$ cat src/rtl/muxn_reg.sv
// muxn_reg: parametrised N:1 registered multiplexer with a one-entry valid/ready output stage.
// Optional MUXN_ERR_CNT_EN adds err_cnt, a saturating count of accepted out-of-range selects.
module muxn_reg #(
  parameter int unsigned NUM_IN = 5,
  parameter int unsigned WIDTH  = 32,
  parameter int unsigned SEL_W  = 3
) (
  input  logic                    clk,
  input  logic                    reset_n,
  input  logic [SEL_W-1:0]        selector,
  input  logic [NUM_IN*WIDTH-1:0] data_in,
  input  logic                    in_valid,
  output logic                    in_ready,
  output logic [WIDTH-1:0]        data_out,
  output logic [SEL_W-1:0]        sel_out,
  output logic                    out_valid,
  input  logic                    out_ready,
  output logic                    sel_err,
`ifdef MUXN_ERR_CNT_EN
  output logic [7:0]              err_cnt,
`endif
  input  logic                    err_clr
);

  localparam logic EMPTY = 1'b0;
  localparam logic FULL  = 1'b1;

  logic             state;
  logic             state_nxt;
  logic             accept;
  logic             sel_oor;
  logic [WIDTH-1:0] mux_data;

  assign out_valid = (state == FULL);
  assign in_ready  = !out_valid || out_ready;
  assign accept    = in_valid && in_ready;
  assign sel_oor   = (32'(selector) >= NUM_IN);

  // Channel 0 is the default, which also covers out-of-range selectors.
  always_comb begin
    mux_data = data_in[WIDTH-1:0];
    for (int unsigned k = 1; k < NUM_IN; k++) begin
      if (selector == SEL_W'(k)) begin
        mux_data = data_in[k*WIDTH +: WIDTH];
      end
    end
  end

  always_comb begin
    state_nxt = state;
    case (state)
      EMPTY:   if (accept) state_nxt = FULL;
      FULL:    if (out_ready && !accept) state_nxt = EMPTY;
      default: state_nxt = EMPTY;
    endcase
  end

  always_ff @(posedge clk or negedge reset_n) begin
    if (!reset_n) begin
      state <= EMPTY;
    end else begin
      state <= state_nxt;
    end
  end

  always_ff @(posedge clk or negedge reset_n) begin
    if (!reset_n) begin
      data_out <= '0;
      sel_out  <= '0;
    end else if (accept) begin
      data_out <= mux_data;
      sel_out  <= sel_oor ? '0 : selector;
    end
  end

  // Setting takes priority over err_clr so a coincident bad select is never lost.
  always_ff @(posedge clk or negedge reset_n) begin
    if (!reset_n) begin
      sel_err <= 1'b0;
    end else if (accept && sel_oor) begin
      sel_err <= 1'b1;
    end else if (err_clr) begin
      sel_err <= 1'b0;
    end
  end

`ifdef MUXN_ERR_CNT_EN
  always_ff @(posedge clk or negedge reset_n) begin
    if (!reset_n) begin
      err_cnt <= '0;
    end else if (accept && sel_oor) begin
      if (err_clr) begin
        err_cnt <= 8'd1;
      end else if (err_cnt != '1) begin
        err_cnt <= err_cnt + 8'd1;
      end
    end else if (err_clr) begin
      err_cnt <= '0;
    end
  end
`endif

endmodule
$ cat config.mk
export PLATFORM = sky130hd
export DESIGN_NAME = muxn_reg
export DESIGN_NICKNAME = d
export VERILOG_FILES = /design/src/rtl/muxn_reg.sv
export SDC_FILE = /design/constraint.sdc
export NUM_CORES = 1
export LEC_CHECK = 0
export CAP_MARGIN = 20
export CORE_UTILIZATION = 30
export DETAILED_ROUTE_END_ITERATION = 10
export GPL_ROUTABILITY_DRIVEN = 0
export PLACE_DENSITY = 0.77
export REMOVE_ABC_BUFFERS = 1
export SYNTH_ARGS = -nofsm -noshare
export SYNTH_HDL_FRONTEND = slang
export SYNTH_SLANG_ARGS = --single-unit
export TNS_END_PERCENT = 10
$ cat constraint.sdc
create_clock -name clk -period 1.1 [get_ports clk]
set_input_delay 0.11 -clock clk [delete_from_list [all_inputs] [get_ports clk]]
set_output_delay 0.11 -clock clk [all_outputs]
set_load 0.01 [all_outputs]
; Yosys cells after proc, flatten, opt, wreduce, memory -nomap -nowiden
; Cells that the tools add are included.
[op_classes]
magnitude_cmp = 1
muxes = 10
n_eq_ne = 4
reduce_logical = 7
shifts = 0
n_mul = 0
bitwise = 1
div_mod_pow = 0
addsub = 0
[ops]
columns = cell, n
row1 = two-way mux 32 bit, 4
row2 = == test 3 x 2 -> 1 bit (second input constant), 2
row3 = two-way mux 1 bit, 4
row4 = == test 3 x 1 -> 1 bit (second input constant), 1
row5 = == test 3 bit (second input constant), 1
row6 = greater-or-equal comparator 3 bit (second input constant), 1
row7 = logical AND 1 bit, 3
row8 = two-way mux 3 bit, 1
row9 = logical NOT 1 bit, 2
row10 = case mux 1 bit (2 select lines), 1
row11 = nonzero test 2 bit, 1
row12 = logical OR 1 bit, 1
row13 = inverter 1 bit, 1
[totals]
latch_bits = 0
reg_bits = 37
romBits = 0
ram_bits = 0
out_inout_bits = 38
n_memories = 0

; Logic depth before layout (Yosys ltp)
[logic_depth]
depth_word = 7
depth_mapped = 7

; Worst setup path after synthesis
; Ideal clock, no wire load.
[synth_timing]
path_type = reg-to-reg
from = register state, in the netlist out_valid
to = register data_out[22]
period_less_slack_ps = 1302
path_slack_ps = -202
arrival_time_ps = 1225
n_path_buf = 2
path_stages_with_launch = 7
cell_sequence = dfrtp_1 > nand2b_1 > nand2_1 > buf_2 > clkbuf_1 > nand2_1 > o21ai_1
[synth_between]
elab_chain_cells = 3
[synth_rtl]
columns = element, line_no
row1 = start: declaration, 28  ; logic state;
row2 = start signal: assignment, 62  ; state <= state_nxt;
row3 = logical NOT 1 bit, 35  ; assign in_ready = !out_valid || out_ready;
row4 = logical OR 1 bit, 35
row5 = named net in_ready, 13  ; output logic in_ready,
row6 = logical AND 1 bit, 36  ; assign accept = in_valid && in_ready;
row7 = end signal: assignment, 71  ; data_out <= mux_data;
row8 = end: declaration, 14  ; output logic [WIDTH-1:0] data_out,
; The timed path passes the listed nets, and every way through them passes these cells.
; A chain may end at the register's enable or synchronous reset.

; Final worst setup path
[layout_timing]
from = register state, in the netlist out_valid
to = register data_out[17]
[layout_between]
elab_chain_cells = 3
[layout_rtl]
columns = element, line_no
row1 = logical NOT 1 bit, 35
row2 = logical OR 1 bit, 35
row3 = logical AND 1 bit, 36
; No other way between the ends.

==> key figures <==
Timing
  • RSZ-0062 raised after global routing: true
  • Min Tclk post-route: 1.20 ns
  • Clk_skew: around 0.0088 ns
  • Period utilisation layout: 1.09
  • Tightest Pin Transition: 0.412 ns
  • Final Hold Viols: 0
  • Fmax: 834 MHz
  • Max-slew headroom at the worst pin: 0.725
  • Final setup vio count: 38
  • Final Max Slew Viols: 0
  • Setup ws final: -0.0984 ns

Critical path
  • Register-to-register setup slack: -0.1 ns
  • Count of buffer and inverter cells on the critical path: 1
  • CP Depth: 5
  • CP endpoint: data_out[17]
  • Worst R2R Path Depth: 5
  • CP Launch Type: flip-flop
  • Setup CP Type: flip-flop to flip-flop
  • Cell Chain, Critical Path: nand2b_4 -> and2_4 -> buf_6 -> o21ai_1 -> o21ai_1
  • Worst EP arrival: 1.41 ns
  • Worst flop-to-flop path startpoint: out_valid
  • Crit-path most repeated cell: o21ai_1
  • Worst R2R End: data_out[17]
  • CP required: 1.31 ns
  • Crit path max fanout: 8
  • Largest delay share family, worst path: flip-flops
  • Slowest CP cell: dfrtp_1
  • Setup crit end kind: flip-flop
  • Critical Path Source: out_valid
  • Crit-path max cell delay: 0.42 ns

Final layout
  • ANT cells: 0
  • Layout area overhead: 100%
  • Share of cells above drive strength 1: 0.141
  • Layout Nets: slightly below 700
  • Fill count: roughly 730
  • Multi-input logic area: 0.00160 mm²
  • Register area: ~900 µm²

Clocking
  • Inserted Clock Buffers: 5
  • H-Tree Depth: 2
  • Clk Latency, worst-skew pair: 0.29 ns
  • TritonCTS Sinks: 37
  • Root Driver: clkbuf_8
  • CTS tree: yes
  • Longest Clk Path Bufs: 2
  • Clock transition at the registers of the reported paths: 0.08 ns

Drt
  • Routed Antenna Nets: 0
  • DRC: 0
  • Via density: approximately 5.1
  • Via count: 3196
  • Wire per inst: 17.0 µm
  • Total routed wirelength: 10700 µm
  • First DRT Iteration DRCs: 69
  • Pre-antenna DRT Iters: 4

Synth
  • Register bit total from synthesis: 37
  • FFs w/ async S/R, synth: 1.00
  • Primary FF master, synth: dfrtp_1
  • Synthesized area per cell: 8.19 µm²
  • Post-synth EDFFs: 0
  • Synth top area cells: dfrtp_1 (36%), a211oi_1 (12%), a21oi_1 (8.3%)
  • Dominant cell type by area after synthesis: dfrtp_1
  • Synth warnings: 0
  • Post-Syn Instances: 315
  • Register area share after synthesis: 0.359
  • Synthesized area: 0.00258 mm²
  • Synth top area share: 0.359
  • Count of cell types in the netlist: 23
  • Post-synth top cells: a21oi_1 (43), a211oi_1 (42), dfrtp_1 (37)
  • Most frequent cell after synthesis: a21oi_1

GRT
  • Largest net degree at the start of global routing: 42
  • Grt ovf: 0
  • Initial antenna violation count: 0
  • Number of global-route vias before repair: 3325
  • Global Route Usage Sum: 0.239
  • First-pass GRT wire length: 16400 µm

Worst hold path
  • Hold Path Class: input pin to asynchronous set/reset pin

Power
  • Tot Pwr: 0.00468 W
  • Static leakage: 2.09 nW
  • Maximum vdd drop: 478 µV
  • PwrDens: ~900 mW/mm²

Die
  • FP Rows: 33
  • Die Ht: 94.7 µm
  • Die ar.: 0.00897 mm²
  • I/O Pins: 206
  • Die Wd: 94.7 µm
  • Core footprint: 0.00826 mm²
  • Starting Density: 0.312

Placed design
  • Post-place setup slack: -0.603 ns
  • HPWL after DPL: 8120 µm
  • # port buffers: 205

Outcome
  • Failing checks: negative setup slack
  • Outcome: finished with violations

Run
  • # Max-Cap Violations: 0
## worst reg2reg max path, stage by stage (launching register included)
cell and delay [ns]:
dfrtp_1 0.42, nand2b_4 0.10, and2_4 0.23, buf_6 0.16, o21ai_1 0.07, o21ai_1 0.15
## per-stage QoR
stage / util / std cells / hold slack (ns) / TNS [ns] / instance area, µm²
floorplan: - / 282 / -0.186 / -14.87 / 2410
global placement: 0.585 / 615 / 0.0984 / -17.32 / 4830
detailed placement: 0.585 / 615 / 0.104 / -18.45 / 4830
CTS: 0.617 / 629 / 0.317 / -4.61 / 5090
global route: 0.626 / 629 / 0.348 / -4.29 / 5170
finish: 0.626 / 629 / 0.327 / -2.37 / 5170
## state kept, by name, summed over array words and instances, names as in the netlist
name	cells
out_valid	1
sel_out	3
sel_err	1
data_out	32
## power breakdown
part	switching [W]	internal (W)	leakage [nW]
Combinational	0.000824	0.00120	1.61
Sequential	0.000112	0.00157	0.442
Clock	0.000477	0.000498	0.0443
Total	0.00141	0.00327	2.09
## logic make-up (layout without fill, tap and decap cells)
kind of cell,Yosys count,count (layout),synth area share
AO/OA/AOI/OAI,144,144,0.328
buffers and inverters,34,243,0.0655
AND/OR/NAND/NOR,68,68,0.118
flip-flops,37,37,0.359
multiplexers,32,32,0.129
## layout make-up
class,count,area share
inverters,1,0.000726
multi-input cells,244,0.310
well taps,105,0.0254
flip-flops and latches,37,0.179
repair buffers,235,0.468
clock buffers,7,0.0167
## per-layer routing
| layer | vias up | share of wire | track usage |
|---|---|---|---|
| met4 | 0 | 0.026 | 0.0947 |
| met3 | 24 | 0.053 | 0.0362 |
| met2 | 112 | 0.54 | 0.439 |
| met5 | - | 0 | 0 |
| li1 | 1578 | - | - |
| met1 | 1482 | 0.38 | 0.274 |
## worst min path at each step
stage,endpoint,slack (ns),cells after the start
final,data_out[8],0.33,3
after global routing,data_out[4],0.35,3
after CTS,data_out[7],0.32,3
after detailed placement,out_valid,0.10,2
after global placement,out_valid,0.1,2
after floorplan,data_out[0],-0.19,0
## cells in the final DEF, fill, tap and decap left out, drive strengths merged
master	Yosys	final
a211oi	42	42
a21oi	43	43
and2	2	2
buf	18	32
clkbuf	15	8
clkdlybuf4s15	0	20
clkdlybuf4s50	0	163
dfrtp	37	37
dlygate4sd2	0	18
dlygate4sd3	0	1
inv	1	1
mux2	11	11
mux2i	21	21
nand2	26	26
nand2b	4	4
nor2	23	23
o21ai	46	46
o21ba	1	1
o22ai	12	12
or2	1	1
or3	11	11
or3b	1	1
## timing repair
item                                   CTS  global route
cloned                                   5             0
buffers inserted                         1             0
resized for setup                       76            49
endpoints found under the hold margin   37             0
hold buffers                             1             0
pin swaps                                8            17
setup endpoints to repair               74            58
Note: power is estimated with default switching activity, not from simulation.
